**config.mk**
```make
export PLATFORM = sky130hd
export DESIGN_NAME = pipeline_ctrl
export DESIGN_NICKNAME = d
export VERILOG_FILES = /design/src/rtl/pipeline_ctrl_pkg.sv /design/src/rtl/pipeline_ctrl_hazard_unit.sv /design/src/rtl/pipeline_ctrl.sv
export SDC_FILE = /design/constraint.sdc
export NUM_CORES = 1
export LEC_CHECK = 0
export CORE_AREA = 2 2 39 41
export CTS_BUF_LIST = sky130_fd_sc_hd__clkbuf_4
export CTS_CLUSTER_DIAMETER = 40
export CTS_CLUSTER_SIZE = 12
export DETAILED_ROUTE_END_ITERATION = 10
export DIE_AREA = 0 0 41 43
export HOLD_SLACK_MARGIN = 0.15
export PLACE_DENSITY = 0.84
export SLEW_MARGIN = 15
export SYNTH_ARGS = -nofsm -noshare
export SYNTH_HDL_FRONTEND = slang
export SYNTH_SLANG_ARGS = --single-unit
export TNS_END_PERCENT = 10
```
**constraint.sdc**
```tcl
create_clock -name CLK -period 3.2 [get_ports CLK]
set_input_delay 0.64 -clock CLK [delete_from_list [all_inputs] [get_ports CLK]]
set_output_delay 0.64 -clock CLK [all_outputs]
set_load 0.02 [all_outputs]
```
**src/rtl/pipeline_ctrl_pkg.sv**
```systemverilog
// Shared types for the pipeline control unit: register index width and FSM states.
package pipeline_ctrl_pkg;
  localparam int REG_W = 5;
  typedef logic [REG_W-1:0] regbits_t;
  typedef enum logic [1:0] {RUN, MEM_WAIT, HALTED} pipe_ctrl_state_t;
endpackage

```
**src/rtl/pipeline_ctrl_hazard_unit.sv**
```systemverilog
// Load-use detector: a load in EX whose destination feeds an ID-stage source.
import pipeline_ctrl_pkg::*;

module hazard_unit (
  input  logic     load_ex,
  input  regbits_t rt_ex,
  input  regbits_t rs_id,
  input  regbits_t rt_id,
  output logic     lu
);
  // $zero never carries a real dependency.
  assign lu = load_ex && (rt_ex != '0) && ((rt_ex == rs_id) || (rt_ex == rt_id));
endmodule

```
**src/rtl/pipeline_ctrl.sv**
```systemverilog
// Five-stage pipeline stall/flush/halt controller.
// Optional PIPELINE_CTRL_PERF_EN adds saturating stall and squash counters.
//
// state    | meaning
// RUN      | normal issue, hazard arbitration
// MEM_WAIT | data access outstanding, pipeline frozen
// HALTED   | halt retired, only RST leaves
import pipeline_ctrl_pkg::*;

module pipeline_ctrl (
  input  logic        CLK,
  input  logic        RST,
  input  logic        ihit,
  input  logic        dhit,
  input  logic        dREN_EX_MEM,
  input  logic        dWEN_EX_MEM,
  input  logic        dREN_ID_EX,
  input  logic [4:0]  Rt_ID_EX,
  input  logic [4:0]  Rs_IF_ID,
  input  logic [4:0]  Rt_IF_ID,
  input  logic        redirect_EX_MEM,
  input  logic        halt_EX_MEM,
  output logic        pc_enable,
  output logic        enable_IF_ID,
  output logic        enable_ID_EX,
  output logic        enable_EX_MEM,
  output logic        enable_MEM_WB,
  output logic        flush_IF_ID,
  output logic        flush_ID_EX,
  output logic        flush_EX_MEM,
  output logic        flush_MEM_WB,
`ifdef PIPELINE_CTRL_PERF_EN
  output logic [31:0] stall_cycles,
  output logic [31:0] squash_count,
`endif
  output logic        halt
);
  pipe_ctrl_state_t state, state_next;
  logic memreq, lu, redirect_taken;

  assign memreq = dREN_EX_MEM || dWEN_EX_MEM;

  hazard_unit u_hazard (
    .load_ex (dREN_ID_EX),
    .rt_ex   (Rt_ID_EX),
    .rs_id   (Rs_IF_ID),
    .rt_id   (Rt_IF_ID),
    .lu      (lu)
  );

  always_ff @(posedge CLK) begin
    if (RST) state <= RUN;
    else     state <= state_next;
  end

  always_comb begin
    state_next     = state;
    pc_enable      = 1'b0;
    enable_IF_ID   = 1'b0;
    enable_ID_EX   = 1'b0;
    enable_EX_MEM  = 1'b0;
    enable_MEM_WB  = 1'b0;
    flush_IF_ID    = 1'b0;
    flush_ID_EX    = 1'b0;
    flush_EX_MEM   = 1'b0;
    flush_MEM_WB   = 1'b0;
    halt           = 1'b0;
    redirect_taken = 1'b0;
    if (RST) begin
      flush_IF_ID  = 1'b1;
      flush_ID_EX  = 1'b1;
      flush_EX_MEM = 1'b1;
      flush_MEM_WB = 1'b1;
    end else begin
      case (state)
        RUN: begin
          if (halt_EX_MEM) begin
            enable_MEM_WB = 1'b1;
            flush_EX_MEM  = 1'b1;
            state_next    = HALTED;
          end else if (memreq && !dhit) begin
            flush_MEM_WB = 1'b1;
            state_next   = MEM_WAIT;
          end else if (memreq && !ihit) begin
            // Data finished but fetch still pending: retire the access, bubble ID/EX.
            enable_MEM_WB = 1'b1;
            enable_EX_MEM = 1'b1;
            flush_ID_EX   = 1'b1;
          end else if (!ihit) begin
            flush_MEM_WB = 1'b1;
          end else if (redirect_EX_MEM) begin
            redirect_taken = 1'b1;
            pc_enable      = 1'b1;
            enable_IF_ID   = 1'b1;
            enable_ID_EX   = 1'b1;
            enable_EX_MEM  = 1'b1;
            enable_MEM_WB  = 1'b1;
            flush_IF_ID    = 1'b1;
            flush_ID_EX    = 1'b1;
            flush_EX_MEM   = 1'b1;
          end else if (lu) begin
            flush_ID_EX   = 1'b1;
            enable_EX_MEM = 1'b1;
            enable_MEM_WB = 1'b1;
          end else begin
            pc_enable     = 1'b1;
            enable_IF_ID  = 1'b1;
            enable_ID_EX  = 1'b1;
            enable_EX_MEM = 1'b1;
            enable_MEM_WB = 1'b1;
          end
        end
        MEM_WAIT: begin
          if (!dhit) begin
            flush_MEM_WB = 1'b1;
          end else begin
            enable_MEM_WB = 1'b1;
            enable_EX_MEM = 1'b1;
            flush_ID_EX   = 1'b1;
            state_next    = RUN;
          end
        end
        HALTED: halt = 1'b1;
        default: state_next = RUN;
      endcase
    end
  end

`ifdef PIPELINE_CTRL_PERF_EN
  always_ff @(posedge CLK) begin
    if (RST) begin
      stall_cycles <= '0;
      squash_count <= '0;
    end else if (state != HALTED) begin
      if (!pc_enable && stall_cycles != 32'hFFFF_FFFF)
        stall_cycles <= stall_cycles + 32'd1;
      if (redirect_taken && squash_count != 32'hFFFF_FFFF)
        squash_count <= squash_count + 32'd1;
    end
  end
`endif
endmodule
```
; ---- Yosys cells after proc, flatten, opt, wreduce, memory -nomap -nowiden
; Cells that the tools add are included.
[totals]
reg_bits = 2
latchBits = 0
ramBits = 0
rom_bits = 0
inputBits = 24
out_inout_bits = 10
wordCells = 68
mem_count = 0
[classes]
add_sub_neg = 0
multipliers = 0
div_mod_pow = 0
n_lt_le_gt_ge = 0
n_eq_ne = 6
n_shift = 0
n_mux = 49
n_bitwise = 1
reduce_logical = 11
[ops]
columns = cell, n
row1 = 1-bit 2-to-1 mux, 41
row2 = 5-bit equality test, 2
row3 = 1-bit one-hot mux with 2 select lines, 4
row4 = 2-bit 2-to-1 mux, 3
row5 = 2-bit one-hot mux with 3 select lines, 1
row6 = 5-bit nonzero test, 1
row7 = 1-bit logical AND, 4
row8 = "3-bit inequality test, second input constant", 1
row9 = 3-bit AND reduction, 1
row10 = "2-bit by 1-bit equality test with 1-bit output, second input constant", 1
row11 = "2-bit equality test, second input constant", 1
row12 = 1-bit logical NOT, 2
row13 = 2-bit logical NOT, 1
row14 = 1-bit logical OR, 2
row15 = "2-bit inequality test, second input constant", 1
row16 = 1-bit NOT, 1

; ---- Logic depth before layout (Yosys ltp)
[logic_depth]
ltp_word = 11
mapped_depth = 5
ltp_nobuf = 4

; ---- Hierarchy
; A second synthesis with hierarchy kept.
[unflattened]
hier_cells = 55
hier_area_um2 = 395.4
[modules_own_cells]
columns = module, instances, cells_each, area_per_inst_um2, seq_area_each_um2
row1 = pipeline_ctrl, 1, 38, 270.3, 40.0
row2 = hazard_unit, 1, 17, 125.1, 0.0

; ---- Least setup slack after synthesis
; OpenSTA, ideal clock, no wires.
[synth_timing]
kind = input to output
start = in Rt_ID_EX[1]
end = out enable_IF_ID
t_arrival_ns = 1.901
required_ns = 2.560
setup_slack_ns = 0.659
stages = 5
n_path_buf = 1
cell_sequence = or4_1 > o21a_1 > nand2_1 > o2111a_1 > buf_4
[synth_via]
elab_chain_cells = 11
elab_cells_between_ends = 14
cone_classes = 2 x eq/ne / 8 x mux / 4 x reduce/logical
[synth_lines]
columns = element, line_no
row1 = start: declaration, pipeline_ctrl.sv:18  ; input logic [4:0] Rt_ID_EX,
row2 = 5-bit equality test or 5-bit nonzero test (tied branches), pipeline_ctrl_hazard_unit.sv:12  ; assign lu = load_ex && (rt_ex != '0) && ((rt_ex == rs_id) || (rt_ex == rt_id));
row3 = 1-bit logical OR or 1-bit logical AND (tied branches), pipeline_ctrl_hazard_unit.sv:12
row4 = 1-bit logical AND (*), pipeline_ctrl_hazard_unit.sv:12
row5 = 1-bit 2-to-1 mux (*) (8 in a row), -
row6 = end: declaration, pipeline_ctrl.sv:24  ; output logic enable_IF_ID,
; Mark *: on every way between the ends. The rest lies on a longest branch, timed or not.

; ---- Final worst setup path
[layout_timing]
start = in dWEN_EX_MEM
end = out flush_ID_EX
[layout_via]
elab_chain_cells = 7
elab_cells_between_ends = 8
cone_classes = 5 x mux / 3 x reduce/logical
[layout_lines]
columns = element, line_no
row1 = start: declaration, pipeline_ctrl.sv:16  ; input logic dWEN_EX_MEM,
row2 = 1-bit logical OR (*), pipeline_ctrl.sv:41  ; assign memreq = dREN_EX_MEM || dWEN_EX_MEM;
row3 = 1-bit logical AND, pipeline_ctrl.sv:84  ; end else if (memreq && !ihit) begin
row4 = 1-bit 2-to-1 mux, pipeline_ctrl.sv:84
row5 = 1-bit 2-to-1 mux (*), pipeline_ctrl.sv:81  ; end else if (memreq && !dhit) begin
row6 = 1-bit 2-to-1 mux (*), pipeline_ctrl.sv:77  ; if (halt_EX_MEM) begin
row7 = 1-bit one-hot mux with 2 select lines (*), pipeline_ctrl.sv:75  ; case (state)
row8 = 1-bit 2-to-1 mux (*), pipeline_ctrl.sv:69  ; if (RST) begin
row9 = end: declaration, pipeline_ctrl.sv:29  ; output logic flush_ID_EX,
; Marks and branches as above.

==> out/metrics.yaml <==
status: "finished clean"
setup_viol: 0
vias_per_cell: 4.90
synthMuxAreaShare_pct: 0
htree_levels: 1
ir_drop_uv: 300
gp_congestion: 0.795
grt_overflow_total: 0
mostFrequentLayoutCells: "clkdlybuf4s50_1 (26), xor2_1 (10), buf_4 (8)"
synth_edf_count: 0
fin_crit_ps: 3100
diodes: 0
clk_pin_slew_ps: 30
synth-seq-cells: 2
grt_pass1_vias: 560
cts_tree: "yes"
drtIter0Drc: 3
crit_buf_inv: 2
synth_compound_area_share_pct: 29.2
syn_area_sq_um: 394
grt_max_degree: 11
worstPathArrival_ps: 2460
worst_slew_pin_slew_ps: 380
dp_cells: 107
slew_headroom_pct: 74.6
dpl_cell_area_sq_um: 785
final_common_cell: "clkdlybuf4s50_1"
top_register: "state"
wl_um: 1330
path_cells: "clkdlybuf4s50_1 > or4_4 > nor3b_4 > o21ai_0 > o211ai_2 > dlygate4sd2_1"
syn_nets: 77
post-route-util_pct: 58.0
cts_buffers: 3
synthArstFlopShare_pct: 0
synth_cells: 53
nNetsFinal: 120
antenna_found_initial: 0
num_vias: 539
synth_cell_types: 29
clockBufferDepth: 2
synth_top_family_by_area: "simple AND/OR/NAND/NOR gates"
dp_hpwl_um: 1140
layout.cells.non_filler: 110
biggestRegsByFlops: "state: 2 flops"
slowest_delay_ps: 540
synth_adder_area_share_pct: 0
drc_errors: 0
crit_type: "primary input to output port"
post-cts-setup-buffers: 0
yosys.area_share.simple_pct: 30.5
hold_ws_ps: 560
cts.hold.buffers_added: 0
synthTopCellsByArea: "xor2_1 (22%), dfxtp_1 (10%), nor2_1 (5.7%)"
grt_pass1_wl_um: 2190
synth_top_area_cell: "xor2_1"
initial_core_util_pct: 28.5
die_y_um: 43
syn_area_per_cell_sq_um: 7.44
cts_root_buffer: "clkbuf_4"
cts_sinks: 2
cap_violations: 0
critPathMaxFanout: 3
max_freq_mhz: 323
die_area_sq_mm: 0.00176
required_ps: 2560
hold_viol_final: 0
clkLatencyLatePin_ps: 220
critPathLaunchType: "primary input"
area_delta_synth_final_pct: 103
drv_slew: 0
p_leak_nw: 0.352
placementRows: 14
slowest_stage: "or4_4"
boundaryPins: 34
coreArea_sq_mm: 0.00138
rsz0062_at_grt: "yes"
yosysWarnings: 0
port_buffers: 33
synthFlopType: "dfxtp_1"
die_w_um: 41
cp_top_family: "simple AND/OR/NAND/NOR gates"
stdcell_area_sq_um: 802
fin_skew_ps: 1.64
drive_gt1_share_pct: 17.0
synth_xor_area_share_pct: 22.2
ant_nets: 0
grt_usage_pct: 17.3
wl_per_cell_um: 12.1
p_per_area_mw_per_mm2: 229
timing.final.crit_share_pct: 96.8
dr.pass1.iters: 2
largest_reg_flops: 2
synth_top_area_share_pct: 22.2
hold_class: "flop to flop"
crit_path_end_kind: "output port"
seq_area_frac_synth_pct: 10.2
==> area by class of cell <==
type / count / area, sq um
inverters: 3 / 11.3
clock buffers: 3 / 22.5
repair buffers: 41 / 385
well taps: 16 / 20.0
multi-input cells: 45 / 323
flip-flops and latches: 2 / 40.0
fillers: 140 / 582
==> worst reg2reg max path: cells and delay by family, from the launching register on <==
kind	cells	cell delay [ps]
simple gates	2	370
buf+inv	1	100
flops	1	430
==> metal layers <==
metal / wire length [um] / GRT usage, %
met2: 688 / 30.6
met1: 481 / 18.5
met4: 0 / 4.00
met3: 159 / 5.76
met5: 0 / 0
==> path summary, 6_finish.rpt <==
check	from	end	slack, ps	cells past startpoint
worst max-delay path	dWEN_EX_MEM	flush_ID_EX	100	6
worst min-delay path	state[0]	state[1]	560	1
worst max register to register	state[0]	state[0]	2190	3
worst min register to register	state[0]	state[1]	560	1
==> where the power goes <==
group          internal, W  leakage (nW)  switching (W)   total, W
sequential       0.0000267        0.0165     0.00000399  0.0000307
combinational    0.0000580         0.321      0.0000410  0.0000990
clock            0.0000413        0.0138      0.0000127  0.0000540
==> timing repair <==
item | 4_1_cts | 5_1_grt
gates cloned | 0 | 0
endpoints found under the hold margin | 0 | 0
endpoints found under the setup margin | 6 | 4
gates resized for setup | 6 | 1
pin swaps | 0 | 0
==> synth_stat cells, drive strengths merged (2+ instances only) <==
| library cell | number |
|---|---|
| nor3b | 2 |
| inv | 3 |
| o21ai | 3 |
| o211ai | 2 |
| xor2 | 10 |
| nand2 | 2 |
| a21oi | 2 |
| nor3 | 4 |
| or4 | 2 |
| dfxtp | 2 |
| nor2 | 6 |
| buf | 3 |
| o21a | 2 |
==> kinds of logic after synthesis <==
| logic type | count (synthesis) |
|---|---|
| simple gates | 20 |
| compound gates | 15 |
| xor+xnor | 10 |
| buf+inv | 6 |
| flops | 2 |
==> through the flow <==
step	power (W)	setup TNS, ps	worst slack [ps]
finish	0.000184	0	104
global route	0.000200	-19.8	-8.82
CTS	0.000186	0	37.2
detailed placement	0.000133	-767	-182
global placement	0.000132	-684	-182
floorplan	0.0000721	0	659
(Power assumes the default switching activity.)
==> RTL change 1: new RTL, same flow settings <==
Encoding of `pipe_ctrl_state_t`: now one-hot (3 bits for 3 states).
--- a/src/rtl/pipeline_ctrl_pkg.sv
+++ b/src/rtl/pipeline_ctrl_pkg.sv
@@ -4,3 +4,3 @@
   typedef logic [REG_W-1:0] regbits_t;
-  typedef enum logic [1:0] {RUN, MEM_WAIT, HALTED} pipe_ctrl_state_t;
+  typedef enum logic [2:0] {RUN = 3'b001, MEM_WAIT = 3'b010, HALTED = 3'b100} pipe_ctrl_state_t;
 endpackage
Formal check against the unedited RTL: no difference found for any inputs over 10 cycles, from zero or initial values and one cycle with RST high; not proved beyond that.
==> RTL change 1 against the unedited design <==
  * Core utilization grew 2.4 points
  * Synthesized cell count rose by 11%
  * Area after synthesis increased by 12%
  * Sequential share of layout area rose by 2.2 points
  * Via count increased by 4.6%
  * Clock skew rose by 3.4 ps
  * Power is 32% higher
  * Worst setup slack better by 31 ps
  * Routed wire length shrank 8.5%
  * Die area unchanged
  * Cell area increased by 4.1%
  * Sequential cell count is 1 higher
  * Critical path type unchanged
==> RTL change 1: results (changes against the unedited design) <==
| Metric | Value |
|---|---|
| Slew Limit Headroom | `74.1% (-0.51 points)` |
| Top Registers | `state (3)` |
| DP HPWL | `1.07 mm (-6.5%)` |
| Slowest stage cell on the critical path | `clkdlybuf4s50_1` |
| Worst path max stage delay | `640 ps (+100 ps)` |
| Fin nets | `123 (+2.5%)` |
| Cells after DPL | `110 (+2.8%)` |
| CTS resizes | `4 (-2)` |
| Share of post-route cells with drive strength above 1 | `16.3% (-0.69 points)` |
| Hold Path End | `state[2]$_SDFFE_PP0P_` |
| WHS | `565 ps (+5.85 ps)` |
| DR pass1 iterations | `3 (+1)` |
| Global-route wire length before repair | `2.04 mm (-6.6%)` |
| Crit path max fanout | `4 (+1)` |
| Synth area leaders | `xor2_1, dfxtp_1, nor2_1` |
| Reg2reg end | `state[0]$_SDFFE_PP1P_` |
| Largest delay share family, worst path | `buffers and inverters` |
| Total Wirelength | `1.22 mm (-8.5%)` |
| Synth unique cells | `28 (-3.4%)` |
| Worst reg2reg path startpoint | `state[2]$_SDFFE_PP0P_` |
| GP Congestion | `0.700 (-12%)` |
| HP Start | `state[2]$_SDFFE_PP0P_` |
| GR Util All Layers | `16.6% (-0.73 points)` |
| Max VDD drop | `86.9 uV (-71%)` |
| Seq/Total Area, Yosys | `13.6% (+3.5 points)` |
| LEAKAGE | `0.334 nW (-5.0%)` |
| Largest net degree at the start of global routing | `10 (-1)` |
| Status | `finished clean` |
| Most instantiated cells after synthesis | `xor2_1, nor2_1, a21oi_1, nor3_1` |
| Via-to-Cell Ratio | `4.95 (+0.97%)` |
RTL change 1: cell count changes in the layout (fill, tap and decap cells not counted), sizes merged, moves of 3 or more:
| cell | before | now |
|---|---|---|
| buf | 8 | 5 |
| a21oi | 2 | 5 |
| clkdlybuf4s50 | 26 | 29 |
| nor2 | 6 | 9 |
RTL change 1: power breakdown:
part	internal, mW	switching, mW
registers	0.0416	0.00525
clock network	0.0553	0.0208
logic	0.0674	0.0531
total	0.164	0.0791
RTL change 1: through the flow:
stage	area [um^2]	util, %	setup WS (ps)
4_1_cts	835	60.3	127
3_5_place_dp	810	58.5	-78.8
2_1_floorplan	440	-	732
3_3_place_gp	810	58.5	-45.5
5_1_grt	835	60.3	52.2
6_report	835	60.3	135
RTL change 1: layer usage:
metal / global-route usage (%) / wire length, um / part of all wire (%)
met1: 15.8 / 422 / 35
met2: 30.0 / 664 / 55
met3: 4.19 / 130 / 11
met4: 8.00 / 0 / 0
met5: 0 / 0 / 0
RTL change 1: logic make-up after synthesis:
family	after synthesis	share of synthesized area (%)
simple gates	23	30.1
flops	3	13.6
buf+inv	4	5.11
mux	1	2.56
compound gates	18	28.7
xor+xnor	10	19.9
RTL change 1: worst register-to-register path: cells and delay by family, from the launching register on:
kind                   cells  cell delay, ps
and+or+nand+nor            1             410
AOI/OAI and AO/OA          2             370
DFF                        1             360
buffers and inverters      1             180
RTL change 1: cell type report:
| type | count | area, um^2 |
|---|---|---|
| inverters | 1 | 3.75 |
| flip-flops and latches | 3 | 60.1 |
| multi-input cells | 52 | 358 |
| repair buffers | 38 | 363 |
| well taps | 16 | 20.0 |
| clock buffers | 4 | 30.0 |
| fillers | 144 | 549 |
RTL change 1: worst max path at each step:
stage	from	endpoint	slack [ps]	cells after the start
2_1_floorplan	Rt_ID_EX[0]	enable_IF_ID	730	4
3_3_place_gp	Rt_ID_EX[2]	enable_ID_EX	-50	5
3_5_place_dp	Rt_ID_EX[0]	enable_ID_EX	-80	5
4_1_cts	dWEN_EX_MEM	flush_MEM_WB	130	5
5_1_grt	dWEN_EX_MEM	flush_MEM_WB	50	5
6_report	dWEN_EX_MEM	flush_MEM_WB	130	5
==> RTL change 2: new RTL, same flow settings <==
Without the edit above. Register the input `Rt_IF_ID` before use, without a reset. The logic sees it one clock later. The other inputs are not delayed to match.
--- a/src/rtl/pipeline_ctrl.sv
+++ b/src/rtl/pipeline_ctrl.sv
@@ -37,2 +37,9 @@
 );
+
+  logic [4:0] Rt_IF_ID_q;
+
+  always_ff @(posedge CLK) begin
+    Rt_IF_ID_q <= Rt_IF_ID;
+  end
+
   pipe_ctrl_state_t state, state_next;
@@ -46,3 +53,3 @@
     .rs_id   (Rs_IF_ID),
-    .rt_id   (Rt_IF_ID),
+    .rt_id   (Rt_IF_ID_q),
     .lu      (lu)
Check against the original RTL: not equivalent (a bounded check fails within 4 cycles, from zero or initial values and one cycle with RST high).
==> RTL change 2 against the unedited design <==
  * Synthesized cell count up 9.4%
  * Via count up 7.2%
  * Cell area up 13%
  * Worst setup slack better by 32 ps
  * Sequential power rose to 3.2 times the old value
  * Sequential cell count up 5
  * Area after synthesis up 25%
  * Routed wire length up 6.5%
  * Power up 53%
  * Critical path type unchanged
==> RTL change 2: results (changes against the unedited design) <==
| Metric | Value |
|---|---|
| Slew Limit Headroom | `75.5% (+0.83 points)` |
| Cells after DPL | `111 (+3.7%)` |
| Clk pwr share | `30.5% (+1.1 points)` |
| Vias in the first global route | `549 (-2.0%)` |
| Via-to-Cell Ratio | `5.03 (+2.6%)` |
| Clock buf/inv share | `3.31% (+0.51 points)` |
| Post-DR wirelength/cell | `12.3 um (+1.9%)` |
| Buffering overhead | `42.1% (-5.9 points)` |
| Status | `finished clean` |
| Worst reg2reg setup slack | `2250 ps (+60 ps)` |
| Cells after synthesis | `58 (+9.4%)` |
| Seq/Total Area, Yosys | `28.4% (+18 points)` |
| Register area | `140 um^2 (+250%)` |
| Clock buf count | `4 (+1)` |
| Multi-input combinational area share | `35.6% (-4.6 points)` |
| Area post-placement | `877 um^2 (+12%)` |
| P_comb | `0.0984 mW (-0.6%)` |
| Share of post-route cells with drive strength above 1 | `16.2% (-0.86 points)` |
| DR pass1 iterations | `4 (+2)` |
| Met3 wire length | `88 um (-45%)` |
| Skew-Pair Late Insertion Delay | `240 ps (+20 ps)` |
| Yosys reg bits | `7 (+5)` |
| Worst slack, placed | `-149 ps (+32.9 ps)` |
| Syn Nets | `82 (+6.5%)` |
| Global-route wire length before repair | `2.21 mm (+1.2%)` |
| LEAKAGE | `0.401 nW (+14%)` |
| Top Registers | `Rt_IF_ID_q (5), state (2)` |
[RTL change 2: cells by family after synthesis]
logic type      count (synthesis)  synth area share (%)
flops                           7                  28.4
xor+xnor                       10                  17.7
simple gates                   20                  24.3
buf+inv                         6                  6.33
compound gates                 15                  23.3
[RTL change 2: how the worst max path moves through the flow]
stage	cells past startpoint	to	slack [ps]
2_1_floorplan	5	enable_IF_ID	660
3_5_place_dp	6	flush_ID_EX	-150
6_report	6	flush_ID_EX	140
4_1_cts	5	flush_MEM_WB	2
5_1_grt	6	flush_ID_EX	30
3_3_place_gp	6	flush_ID_EX	-110
[RTL change 2: through the flow]
stage / utilization (%) / hold WS [ps] / TNS [ps]
after global routing: 65.5 / 589 / 0
after floorplan: - / 487 / 0
after detailed placement: 63.4 / 540 / -602
final: 65.5 / 554 / 0
after CTS: 65.1 / 548 / 0
after global placement: 63.4 / 528 / -395
